File: src/rtl/riscv_run_pkg.sv
// Shared encodings for the RISC-V run controller: status codes, FSM states and
// the default tohost address.
package riscv_run_pkg;

    localparam logic [2:0] ST_RUNNING = 3'd0;
    localparam logic [2:0] ST_PASS    = 3'd1;
    localparam logic [2:0] ST_FAIL    = 3'd2;
    localparam logic [2:0] ST_HALT    = 3'd3;
    localparam logic [2:0] ST_TIMEOUT = 3'd4;

    localparam logic [31:0] DEFAULT_TOHOST_ADDR = 32'h0000_1000;

    typedef enum logic [1:0] {
        StHold,
        StRun,
        StDone
    } run_state_t;

endpackage

File: src/rtl/riscv_halt_det.sv
// Jump-to-self detector: flags the PC match that completes HALT_REPEAT
// consecutive equal-PC comparisons while enabled.
module riscv_halt_det #(
    parameter int unsigned XLEN        = 32,
    parameter int unsigned HALT_REPEAT = 4
) (
    input  logic            clk_i,
    input  logic            rst_i,
    input  logic            clear,
    input  logic            enable,
    input  logic [XLEN-1:0] pc,
    output logic            halt
);

    localparam int unsigned RW = $clog2(HALT_REPEAT + 1);
    localparam logic [RW-1:0] RepMax = RW'(HALT_REPEAT);

    logic [XLEN-1:0] prev_pc;
    logic            prev_valid;
    logic [RW-1:0]   rep_cnt;
    logic            match;

    assign match = enable && prev_valid && (pc == prev_pc);
    // Pulse on the match that brings the count to HALT_REPEAT.
    assign halt  = match && (rep_cnt >= RepMax - RW'(1));

    always_ff @(posedge clk_i or posedge rst_i) begin
        if (rst_i) begin
            prev_pc    <= '0;
            prev_valid <= 1'b0;
            rep_cnt    <= '0;
        end else if (clear) begin
            prev_pc    <= '0;
            prev_valid <= 1'b0;
            rep_cnt    <= '0;
        end else if (enable) begin
            prev_pc    <= pc;
            prev_valid <= 1'b1;
            if (!match) begin
                rep_cnt <= '0;
            end else if (rep_cnt < RepMax) begin
                rep_cnt <= rep_cnt + RW'(1);
            end
        end
    end

endmodule

File: src/rtl/riscv_run_ctrl.sv
// Run controller: releases the core from reset, counts RUN cycles and latches
// a sticky PASS/FAIL/HALT/TIMEOUT status when the program ends.
module riscv_run_ctrl
    import riscv_run_pkg::*;
#(
    parameter int unsigned      XLEN        = 32,
    parameter int unsigned      CNT_W       = 32,
    parameter int unsigned      RST_CYCLES  = 2,
    parameter int unsigned      MAX_CYCLES  = 25,
    parameter int unsigned      HALT_REPEAT = 4,
    parameter logic [XLEN-1:0]  TOHOST_ADDR = XLEN'(DEFAULT_TOHOST_ADDR)
) (
    input  logic             clk_i,
    input  logic             rst_i,
    input  logic [XLEN-1:0]  pc_i,
    input  logic             mem_we_i,
    input  logic [XLEN-1:0]  mem_addr_i,
    input  logic [XLEN-1:0]  mem_wd_i,
    output logic             core_rst_o,
    output logic             done_o,
    output logic [2:0]       status_o,
    output logic [XLEN-1:0]  fail_code_o,
    output logic [CNT_W-1:0] cycle_cnt_o
);

    localparam int unsigned HW = $clog2(RST_CYCLES + 1);
    localparam logic [HW-1:0]    HoldLast = HW'(RST_CYCLES - 1);
    localparam logic [CNT_W-1:0] CntLast  = CNT_W'(MAX_CYCLES - 1);

    run_state_t    state;
    logic [HW-1:0] hold_cnt;
    logic          halt;
    logic          tohost;
    logic          timeout;

    riscv_halt_det #(
        .XLEN        (XLEN),
        .HALT_REPEAT (HALT_REPEAT)
    ) u_halt_det (
        .clk_i  (clk_i),
        .rst_i  (rst_i),
        .clear  (state == StHold),
        .enable (state == StRun),
        .pc     (pc_i),
        .halt   (halt)
    );

    assign tohost  = mem_we_i && (mem_addr_i == TOHOST_ADDR);
    assign timeout = (cycle_cnt_o == CntLast);

    always_ff @(posedge clk_i or posedge rst_i) begin
        if (rst_i) begin
            state       <= StHold;
            hold_cnt    <= '0;
            core_rst_o  <= 1'b1;
            done_o      <= 1'b0;
            status_o    <= ST_RUNNING;
            fail_code_o <= '0;
            cycle_cnt_o <= '0;
        end else begin
            unique case (state)
                StHold: begin
                    if (hold_cnt == HoldLast) begin
                        core_rst_o <= 1'b0;
                        state      <= StRun;
                    end else begin
                        hold_cnt <= hold_cnt + HW'(1);
                    end
                end
                StRun: begin
                    cycle_cnt_o <= cycle_cnt_o + CNT_W'(1);
                    // Priority: tohost store, then self-loop, then budget.
                    if (tohost) begin
                        state  <= StDone;
                        done_o <= 1'b1;
                        if (mem_wd_i == XLEN'(1)) begin
                            status_o <= ST_PASS;
                        end else begin
                            status_o    <= ST_FAIL;
                            fail_code_o <= mem_wd_i >> 1;
                        end
                    end else if (halt) begin
                        state    <= StDone;
                        done_o   <= 1'b1;
                        status_o <= ST_HALT;
                    end else if (timeout) begin
                        state    <= StDone;
                        done_o   <= 1'b1;
                        status_o <= ST_TIMEOUT;
                    end
                end
                StDone: begin
                    state <= StDone;
                end
                default: begin
                    state <= StHold;
                end
            endcase
        end
    end

endmodule

File: config.mk
export PLATFORM = sky130hd
export DESIGN_NAME = riscv_run_ctrl
export DESIGN_NICKNAME = d
export VERILOG_FILES = /design/src/rtl/riscv_run_pkg.sv /design/src/rtl/riscv_halt_det.sv /design/src/rtl/riscv_run_ctrl.sv
export SDC_FILE = /design/constraint.sdc
export NUM_CORES = 1
export LEC_CHECK = 0
export ABC_AREA = 1
export CELL_PAD_IN_SITES_DETAIL_PLACEMENT = 1
export CELL_PAD_IN_SITES_GLOBAL_PLACEMENT = 2
export CORE_ASPECT_RATIO = 1.4
export CORE_UTILIZATION = 28
export DETAILED_ROUTE_END_ITERATION = 10
export PLACE_DENSITY = 0.9
export SLEW_MARGIN = 20
export SYNTH_ARGS = -nofsm -noshare
export SYNTH_HDL_FRONTEND = slang
export SYNTH_HIERARCHICAL = 1
export SYNTH_SLANG_ARGS = --single-unit
File: constraint.sdc
create_clock -name clk_i -period 5.28 [get_ports clk_i]
set_input_delay 1.584 -clock clk_i [delete_from_list [all_inputs] [get_ports clk_i]]
set_output_delay 1.584 -clock clk_i [all_outputs]
set_load 0.03 [all_outputs]
# == After elaboration in Yosys (flattened, before gate mapping) ==
# Cells that the tools add are included.
# W data, S select, Z words.
# totals
reg_bits,108
word_cells,60
inputBits,99
# op_classes
add_sub_neg,3
reduce_logical,13
n_lt_le_gt_ge,2
n_bitwise,2
n_eq_ne,10
muxes,20
# ops
op,count
$mux W32,2
$add A32 B1 Y32 const B,1
$eq A32 B1 Y1 const B,1
$eq A32 B13 Y1 const B,1
$eq A32 B32 Y1,1
$eq A32 B5 Y1 const B,1
$mux W3,7
$mux W2,5
$reduce_and A2 Y1,5
$pmux W2 S3,1
$mux W1,5
$eq A2 B1 Y1 const B,2
$logic_and A1 B1 Y1,4
$ne A4 B4 Y1 const B,1
$add A3 B1 Y3 const B,1
$ge A3 B2 Y1 const B,1
$lt A3 B3 Y1 const B,1
$ne A3 B2 Y1 const B,1
$reduce_and A3 Y1,1
$reduce_bool A3 Y1,1
$add A2 B1 Y2 const B,1
$eq A2 B2 Y1 const B,1
$logic_not A2 Y1,1
$ne A2 B2 Y1 const B,1
2 further kinds,3

# == Depth between registers and ports, before layout ==
# Gate-level depths: netlist of the first run.
# logic_depth
depth_word,7
mapped_depth,17
mapped_depth_nobuf,16

# == By module ==
# Netlist of the first run, hierarchy kept.
# by_module_without_submodules
module,area_per_inst_um2,seq_area_each_um2,instances,cells_per_inst
riscv_run_ctrl,3692.3,1803.0,1,471
riscv_halt_det,2195.9,900.9,1,331

# == Worst setup path before layout of the first run ==
# No wires, ideal clock.
# synth_timing
path_type,input to register
from,input pc_i[3]
to,register status_o[2]
t_arrival_ns,2.574
cell_stages,15
required_time_ns,5.160
path_slack_ns,2.587
path_cell_list,inv_1 > nand2_1 > nand2_1 > nor2_1 > nand2_1 > nor2_1 > nand2_1 > nor2_1 > nand2_1 > a21oi_1 > inv_1 > nand2_1 > nand2_1 > o21ai_0 > inv_1
# synth_via
elab_chain_cells,5
# synth_lines
element,line,text
start: declaration,riscv_run_ctrl.sv:15,"input logic [XLEN-1:0] pc_i,"
$eq A32 B32 Y1 *,riscv_halt_det.sv:23,assign match = enable && prev_valid && (pc == prev_pc);
$logic_and A1 B1 Y1 *,riscv_halt_det.sv:23,
$logic_and A1 B1 Y1 *,riscv_halt_det.sv:25,assign halt = match && (rep_cnt >= RepMax - RW'(1));
net halt,riscv_run_ctrl.sv:32,logic halt;
$reduce_bool A3 Y1 (no source line) or $mux W3 (tied branches),n/a,
$reduce_and A2 Y1 (no source line) or $mux W3 (tied branches),n/a,
end signal: assignment,riscv_run_ctrl.sv:57,status_o <= ST_RUNNING;
end signal: assignment,riscv_run_ctrl.sv:77,status_o <= ST_PASS;
end signal: assignment,riscv_run_ctrl.sv:79,status_o <= ST_FAIL;
end: declaration,riscv_run_ctrl.sv:21,"output logic [2:0] status_o,"
# The timed path passes the listed nets; every way through them passes the cells marked *.
# A chain may end at the register's enable or synchronous reset.

# == Worst setup path after layout of the first run ==
# layout_timing
from,input mem_we_i
to,register fail_code_o[15]
# layout_via
elab_chain_cells,2
# layout_lines
element,line,text
start: declaration,riscv_run_ctrl.sv:16,"input logic mem_we_i,"
$logic_and A1 B1 Y1,riscv_run_ctrl.sv:48,assign tohost = mem_we_i && (mem_addr_i == TOHOST_ADDR);
$reduce_and A3 Y1 (no source line),n/a,
end signal: assignment,riscv_run_ctrl.sv:80,fail_code_o <= mem_wd_i >> 1;
end: declaration,riscv_run_ctrl.sv:22,"output logic [XLEN-1:0] fail_code_o,"
# No other way between the ends.

==> reports/metrics.yaml, run 1 <==
status: "finished, final reports clean"
vias: 5485
rsz0062_at_grt: "false"
postCtsResizedCells: 0
hold_ws_ns: 0.485
grt_pass1_wl_mm: 28.8
fin_setup_tns_ns: 0
rows: 62
cpMaxStageDelayCell: "nand3_4"
dp_hpwl_mm: 13.8
crit_required_ns: 5.53
critical_path.max_fanout: 62
drive_above_1_share_pct: 4.12
r2r_cells: 16
ys_warn_count: 6
placed_area_um2: 7810
clk_latency_ns: 0.36
start_util_pct: 28.6
io_pins: 168
ys_seq_area_share_pct: 45.9
cpMostUsedCell: "inv_1"
relSlewSlack_pct: 27.9
yosys-top-cells-area: "dfrtp_1, nand2_1, inv_1"
dieWidth_um: 125
syn_area_per_cell_um2: 7.34
arrival_ns: 3.57
worst_setup_path_end_kind: "flop"
remaining_drc_errors: 0
tightest_slew_ns: 1.08
peakVddDrop_uv: 174
clock-root-buffer: "clkbuf_16"
max_freq_mhz: 301
rr_endpoint: "status_o[0]"
cts_buffer_depth: 2
cts_setup_buffers: 0
synthesis.area_um2: 5890
slew_violations: 0
rr_startpoint: "state[1]"
worst-setup-path-type: "primary input to flop"
yosysTopAreaCell: "dfrtp_1"
fin_nets: 1074
antenna_found_initial: 0
crit_end: "fail_code_o[15]"
cts.sinks: 108
num_antenna_cells: 0
gp_congestion: 0.772
crit_chain: "clkdlybuf4s50_1, inv_1, nor3_1, nand2_1, nor2_1, inv_1, nor2_2, nand3_4, o21ai_0"
yosysMostFrequentCell: "nand2_1"
port_buffers: 166
grt_overflow_total: 0
dominantRegCellSynth: "dfrtp_1"
firstDrtPassIters: 4
syn_to_final_growth_pct: 38.2
viasPerCell: 4.47
cap_violations: 0
total_power_uw: 2430
avgRoutedWirePerCell_um: 14.3
synth_top_area_share_pct: 45.5
cts_made_buffers: 9
synth_edf_count: 0
power_density_nw_per_um2: 299
ys_top_cells_by_count: "nand2_1, inv_1, nor2_1"
r2r_slack_ns: 2.48
async_reset_ff_share_pct: 100
power_leakage_uw: 0.00396
grt_max_degree: 63
holdPathStages: 1
drt_iter0_markers: 141
grt_pass1_vias: 5871
hp-class: "flop to flop"
finalCritPeriodShare_pct: 62.9
core_area_um2: 20600
track_usage_pct: 16.7
cts_hold_buffers: 0
synthCells: 802
postLayoutCellArea_um2: 8140
final_antenna_net_count: 0
die-height_um: 174
tritoncts: "done"
clk_pin_slew_ns: 0.08
ys_types: 37
syn_nets: 908
routed_wl_mm: 17.6
synth_seq_cells: 108
htree_num_levels: 3
finalSetupViolCount: 0
max_stage_delay_ns: 0.48
die_area_um2: 21600
fin_crit_ns: 3.32
crit_path_start: "mem_we_i"
finClkSkew_ns: 0.0176
critPathLaunchType: "primary input"
hold_violations: 0
## sequential cells by signal (all words and copies together) (netlist names), 2 cells and up
register / cells
state: 2
hold_cnt: 2
u_halt_det/prev_pc: 32
fail_code_o: 31
u_halt_det/rep_cnt: 3
status_o: 3
cycle_cnt_o: 32
## cell type report
| cell class | instances | area, µm² |
|---|---|---|
| sequential | 108 | 2700 |
| fill | 2506 | 12400 |
| multi-input combinational | 538 | 2570 |
| timing repair buffer | 169 | 1680 |
| clock buffer | 9 | 225 |
| inverter | 142 | 533 |
| clock inverter | 6 | 95.1 |
| tap | 256 | 320 |
## cells by family after synthesis
| logic type | share of synthesized area (%) |
|---|---|
| simple gates | 30.8 |
| fa+ha+maj | 1.49 |
| buf+inv | 10.5 |
| flops | 45.9 |
| xor+xnor | 4.76 |
| compound gates | 6.46 |
| other cells | 0.0637 |
## how the worst min path moves through the flow
stage / from / to / slack, ns
5_1_grt: core_rst_o / core_rst_o / 0.49
3_3_place_gp: done_o / done_o / 0.45
2_1_floorplan: state[1] / state[1] / 0.44
3_5_place_dp: state[1] / state[1] / 0.47
4_1_cts: core_rst_o / core_rst_o / 0.49
6_report: core_rst_o / core_rst_o / 0.49
## stage by stage
step / util, % / setup slack (ns) / cells
2_1_floorplan: - / 1.87 / 802
3_3_place_gp: 38.0 / 1.22 / 1213
3_5_place_dp: 38.0 / 1.08 / 1213
4_1_cts: 39.5 / 1.45 / 1228
5_1_grt: 39.6 / 1.66 / 1228
6_report: 39.6 / 1.96 / 1228
## power breakdown
group / internal, µW / switching [µW] / leakage (µW)
Clock: 420 / 330 / 0.000157
Combinational: 262 / 363 / 0.00241
Sequential: 971 / 83.4 / 0.00139
## worst max-delay path, delay by kind of cell
kind            cells  cell delay, ns
simple gates        5            1.02
buf+inv             3            0.55
compound gates      1            0.40
## placed cells by master, fill, tap and decap left out, types with 3 or more instances in the layout
cell type / n
buf_4: 3
clkbuf_16: 9
clkdlybuf4s50_1: 166
dfrtp_1: 107
ha_1: 7
inv_1: 140
inv_6: 3
nand2_1: 245
nand2_2: 3
nand3_1: 26
nand3b_1: 4
nand4_1: 12
nor2_1: 109
nor2_2: 6
nor3_1: 11
o21ai_0: 10
o21ai_1: 27
o22ai_1: 27
xnor2_1: 18
xor2_1: 14
## metal layers
layer / track usage (%) / share of wire, %
met5: 0 / 0
met4: 4.22 / 0.99
met1: 17.5 / 40
met2: 32.0 / 53
met3: 4.81 / 6.0
(Power assumes the default switching activity.)
==> run 2, diff against run 1 <==
--- a/config.mk
+++ b/config.mk
@@ -9,9 +9,9 @@
 export CELL_PAD_IN_SITES_DETAIL_PLACEMENT = 1
 export CELL_PAD_IN_SITES_GLOBAL_PLACEMENT = 2
 export CORE_ASPECT_RATIO = 1.4
-export CORE_UTILIZATION = 28
+export CORE_UTILIZATION = 26
 export DETAILED_ROUTE_END_ITERATION = 10
-export PLACE_DENSITY = 0.9
+export PLACE_DENSITY = 0.85
 export SLEW_MARGIN = 20
 export SYNTH_ARGS = -nofsm -noshare
 export SYNTH_HDL_FRONTEND = slang
==> constraint.sdc (replaced) <==
create_clock -name clk_i -period 3.15 [get_ports clk_i]
set_input_delay 0.945 -clock clk_i [delete_from_list [all_inputs] [get_ports clk_i]]
set_output_delay 0.945 -clock clk_i [all_outputs]
set_load 0.03 [all_outputs]
==> run 2 against run 1 <==
Against the previous run:
- sequential power grew 69%
- cell count grew 3.7%
- combinational power grew 71%
- cell area grew 1.0%
- clock-buffer cell count grew 2
- sequential cell count is the same
- global-route usage shrank 0.37 points
- via count grew 0.46%
- setup slack lost 1.4 ns
- critical path type unchanged
==> reports/metrics.yaml, run 2 (synthesis gave the netlist of run 1 again) <==
critical_path.max_fanout: 5
rsz0062_at_grt: "false"
htree_num_levels: 3
worst_setup_path_end_kind: "flop"
start_util_pct: 26.7
grt_pass1_vias: 5786
grt_overflow_total: 0
fin_crit_ns: 2.61
die-height_um: 180
rr_endpoint: "u_halt_det/rep_cnt[0]"
critPathLaunchType: "primary input"
postCtsResizedCells: 0
track_usage_pct: 16.3
firstDrtPassIters: 4
clock-root-buffer: "clkbuf_16"
max_freq_mhz: 383
dp_hpwl_mm: 13.8
grt_max_degree: 73
relSlewSlack_pct: 30.2
max_stage_delay_ns: 0.50
finalSetupViolCount: 0
cts_setup_buffers: 0
rows: 64
num_antenna_cells: 0
rr_startpoint: "state[0]"
drive_above_1_share_pct: 4.41
port_buffers: 166
drt_iter0_markers: 131
vias: 5510
fin_nets: 1077
clk_pin_slew_ns: 0.07
layout_commonest_cell: "nand2_1"
cts.sinks: 108
viasPerCell: 4.33
cpMaxStageDelayCell: "clkdlybuf4s50_1"
remaining_drc_errors: 0
largest_registers: "cycle_cnt_o x32, u_halt_det/prev_pc x32, fail_code_o x31"
worst-setup-path-type: "primary input to flop"
grt_pass1_wl_mm: 29.4
num-fill-cells: 2713
holdPathStages: 2
cpMostUsedCell: "nand2_1"
crit_family: "simple AND/OR/NAND/NOR gates"
hold_violations: 0
cp_num_buf_inv: 4
r2r_cells: 8
hold_end: "state[1]"
antenna_found_initial: 0
arrival_ns: 2.89
tightest_slew_ns: 1.04
postLayoutCellArea_um2: 8220
finClkSkew_ns: 0.0130
mostFrequentLayoutCells: "nand2_1, clkdlybuf4s50_1, inv_1"
final_antenna_net_count: 0
tritoncts: "done"
syn_to_final_growth_pct: 39.6
cts_hold_buffers: 0
setup_ws_ns: 0.538
r2r_slack_ns: 0.75
cts_buffer_depth: 2
placed_area_um2: 7910
crit_chain: "clkdlybuf4s50_1, inv_1, nand2_1, nand2_1, nor2_1, nand2_1, nor2_1, nand2_1, nor2_1, nand2_1, a21oi_1, inv_1, nand2_1, nand2_1, inv_1, nand2_1, nand2_1"
cts_made_buffers: 9
slew_violations: 0
routed_wl_mm: 17.8
min_from: "state[1]"
core_area_um2: 22000
avgRoutedWirePerCell_um: 14.0
hp-class: "flop to flop"
clk_latency_ns: 0.35
gp_congestion: 0.767
dieWidth_um: 129
pre_cts_slack_ns: 0.130
power_density_nw_per_um2: 492
peakVddDrop_uv: 358
power_leakage_uw: 0.00397
finalCritPeriodShare_pct: 82.9
io_pins: 168
fin_setup_tns_ns: 0
crit_required_ns: 3.43
cap_violations: 0
status: "finished, final reports clean"
die_area_um2: 23300
run 2: power breakdown:
part / internal, µW / total [µW] / switching (µW)
logic: 440 / 1070 / 629
clock network: 653 / 1200 / 551
registers: 1630 / 1770 / 141
total: 2720 / 4040 / 1320
run 2: per-layer routing:
layer  share of wire [%]  track usage (%)  up-vias  wire, µm
li1                    -                -     2787         -
met5                   0                0        -         0
met1                  39             17.6     2591      6850
met4                 1.7             4.71        0       310
met2                  53             29.8      115      9450
met3                 6.6             5.05       17      1160
run 2: worst register-to-register path, delay by kind of cell (launching register included):
kind | cells | cell delay, ns
buffers and inverters | 3 | 0.94
flip-flops | 1 | 0.39
AND/OR/NAND/NOR | 4 | 0.67
adder cells (fa/ha/maj) | 1 | 0.31
run 2: cell type report:
cell class,count,area (µm²),share of cell area [%]
clock inverters,5,67.6,0.822
flip-flops and latches,108,2700,32.9
clock buffers,11,243,2.95
repair buffers,172,1730,21.1
multi-input cells,538,2570,31.2
inverters,142,533,6.49
well taps,297,372,4.52
run 2: worst max path at each step:
stage / start / endpoint / cells after the start
floorplan: rst_i / cycle_cnt_o[0] / 1
global placement: pc_i[4] / status_o[2] / 16
detailed placement: pc_i[4] / status_o[0] / 17
CTS: pc_i[4] / status_o[0] / 17
global route: pc_i[4] / status_o[1] / 17
finish: pc_i[4] / status_o[0] / 17
run 2: stage by stage:
stage / std cells / hold slack, ns / utilization (%) / power (µW)
2_1_floorplan: 802 / 0.442 / - / 2450
3_3_place_gp: 1257 / 0.462 / 35.9 / 2850
3_5_place_dp: 1257 / 0.459 / 35.9 / 2880
4_1_cts: 1273 / 0.477 / 37.3 / 4130
5_1_grt: 1273 / 0.508 / 37.3 / 4340
6_report: 1273 / 0.473 / 37.3 / 4040
==> run 3, diff against run 2 <==
==> constraint.sdc (replaced) <==
create_clock -name clk_i -period 2.67 [get_ports clk_i]
set_input_delay 0.801 -clock clk_i [delete_from_list [all_inputs] [get_ports clk_i]]
set_output_delay 0.801 -clock clk_i [all_outputs]
set_load 0.03 [all_outputs]
==> run 3 against run 2 <==
Against the previous run:
- largest cell class unchanged
- sequential power is 18% higher
- critical path depth shrank 16
- cell count up 2.3%
- power grew 22%
- largest power group unchanged
- critical endpoint is now cycle_cnt_o[8]
- critical path type is now flop to primary output
- highest routed layer unchanged
==> reports/metrics.yaml, run 3 (synthesis gave the netlist of run 1 again) <==
die_area_um2: 23300
dp_hpwl_mm: 14.6
gp_congestion: 0.773
layout_commonest_cell: "nand2_1"
die-height_um: 180
remaining_drc_errors: 0
largest_registers: "cycle_cnt_o x32, u_halt_det/prev_pc x32, fail_code_o x31"
rr_startpoint: "state[0]"
peakVddDrop_uv: 355
critPathLaunchType: "flop"
worst-setup-path-type: "flop to primary output"
crit_required_ns: 1.87
core_area_um2: 22000
status: "finished, final reports clean"
slew_violations: 0
io_pins: 168
antenna_found_initial: 0
finalNonFillerCells: 1302
clock-root-buffer: "clkbuf_16"
cts_buffer_depth: 2
routed_wl_mm: 18.4
r2r_slack_ns: 0.68
hp-class: "flop to flop"
drive_above_1_share_pct: 7.46
r2r_cells: 6
finClkSkew_ns: 0.0113
fin_setup_tns_ns: 0
hold_end: "state[1]"
hold_violations: 0
num-fill-cells: 2704
cts_hold_buffers: 0
cp_num_buf_inv: 1
crit_chain: "clkdlybuf4s50_1"
cpMaxStageDelayCell: "clkdlybuf4s50_1"
viasPerCell: 4.33
tritoncts: "done"
grt_pass1_wl_mm: 30.8
rr_endpoint: "u_halt_det/prev_pc[27]"
firstDrtPassIters: 4
utilization_pct: 38.4
worst_setup_path_end_kind: "primary output"
cts_made_buffers: 9
vias: 5637
fin_crit_ns: 2.42
finalCritPeriodShare_pct: 90.7
grt_pass1_vias: 6222
holdPathStages: 2
drt_iter0_markers: 212
port_buffers: 166
num_antenna_cells: 0
power_leakage_uw: 0.00412
dp_cells: 1286
tightest_slew_ns: 0.626
min_from: "state[1]"
arrival_ns: 1.62
max_freq_mhz: 413
track_usage_pct: 17.0
start_util_pct: 26.7
syn_to_final_growth_pct: 43.7
relSlewSlack_pct: 58.2
final_antenna_net_count: 0
power_density_nw_per_um2: 584
grt_max_degree: 63
crit_family: "buffers and inverters"
cts.sinks: 108
dieWidth_um: 129
fin_nets: 1106
clk_latency_ns: 0.36
avgRoutedWirePerCell_um: 14.1
rsz0062_at_grt: "false"
clk_pin_slew_ns: 0.08
htree_num_levels: 3
critical_path.max_fanout: 6
rows: 64
finalSetupViolCount: 0
cap_violations: 0
grt_overflow_total: 0
max_stage_delay_ns: 0.74
mostFrequentLayoutCells: "nand2_1, clkdlybuf4s50_1, inv_1"
-- run 3: changes by cell type in the layout (fill, tap and decap cells not counted), sizes merged --
cell and delta:
inv +1, clkbuf -1, buf +29
-- run 3: worst max path at each step --
stage / from / end / cells after the start
floorplan: rst_i / cycle_cnt_o[0] / 1
global placement: pc_i[4] / status_o[2] / 16
detailed placement: pc_i[4] / state[0] / 16
CTS: pc_i[4] / state[0] / 16
global route: pc_i[4] / state[0] / 16
finish: cycle_cnt_o[8] / cycle_cnt_o[8] / 1
-- run 3: stage by stage --
step	worst slack (ns)	power, µW	cell area, µm²	hold slack (ns)
floorplan	0.0457	2890	5890	0.442
global placement	-0.200	3480	8140	0.462
detailed placement	-0.218	3540	8140	0.470
CTS	0.157	5030	8460	0.487
global route	0.0224	5300	8460	0.504
finish	0.249	4940	8460	0.482
-- run 3: power by group --
part / switching (µW) / internal, µW
combinational: 760 / 631
clock: 683 / 775
sequential: 170 / 1920
-- run 3: area by class of cell --
type	count	area [µm²]	area share, %
Clock buffer	10	239	2.82
Clock inverter	6	81.3	0.961
Multi-Input combinational cell	538	2570	30.4
Tap cell	297	372	4.39
Sequential cell	108	2700	31.9
Timing Repair Buffer	201	1960	23.2
Inverter	142	533	6.30
-- run 3: what timing repair did --
action / CTS / global route
resized for setup: 0 / 2
setup endpoints to repair: 0 / 5
endpoints found under the hold margin: 0 / 0
setup buffers: 0 / 0
-- run 3: metal layers --
metal	part of all wire, %	global-route usage, %	vias to the layer above
met2	54	31.9	103
met1	39	18.2	2671
li1	-	-	2850
met3	5.3	4.45	13
met5	0	0	-
met4	1.4	4.61	0
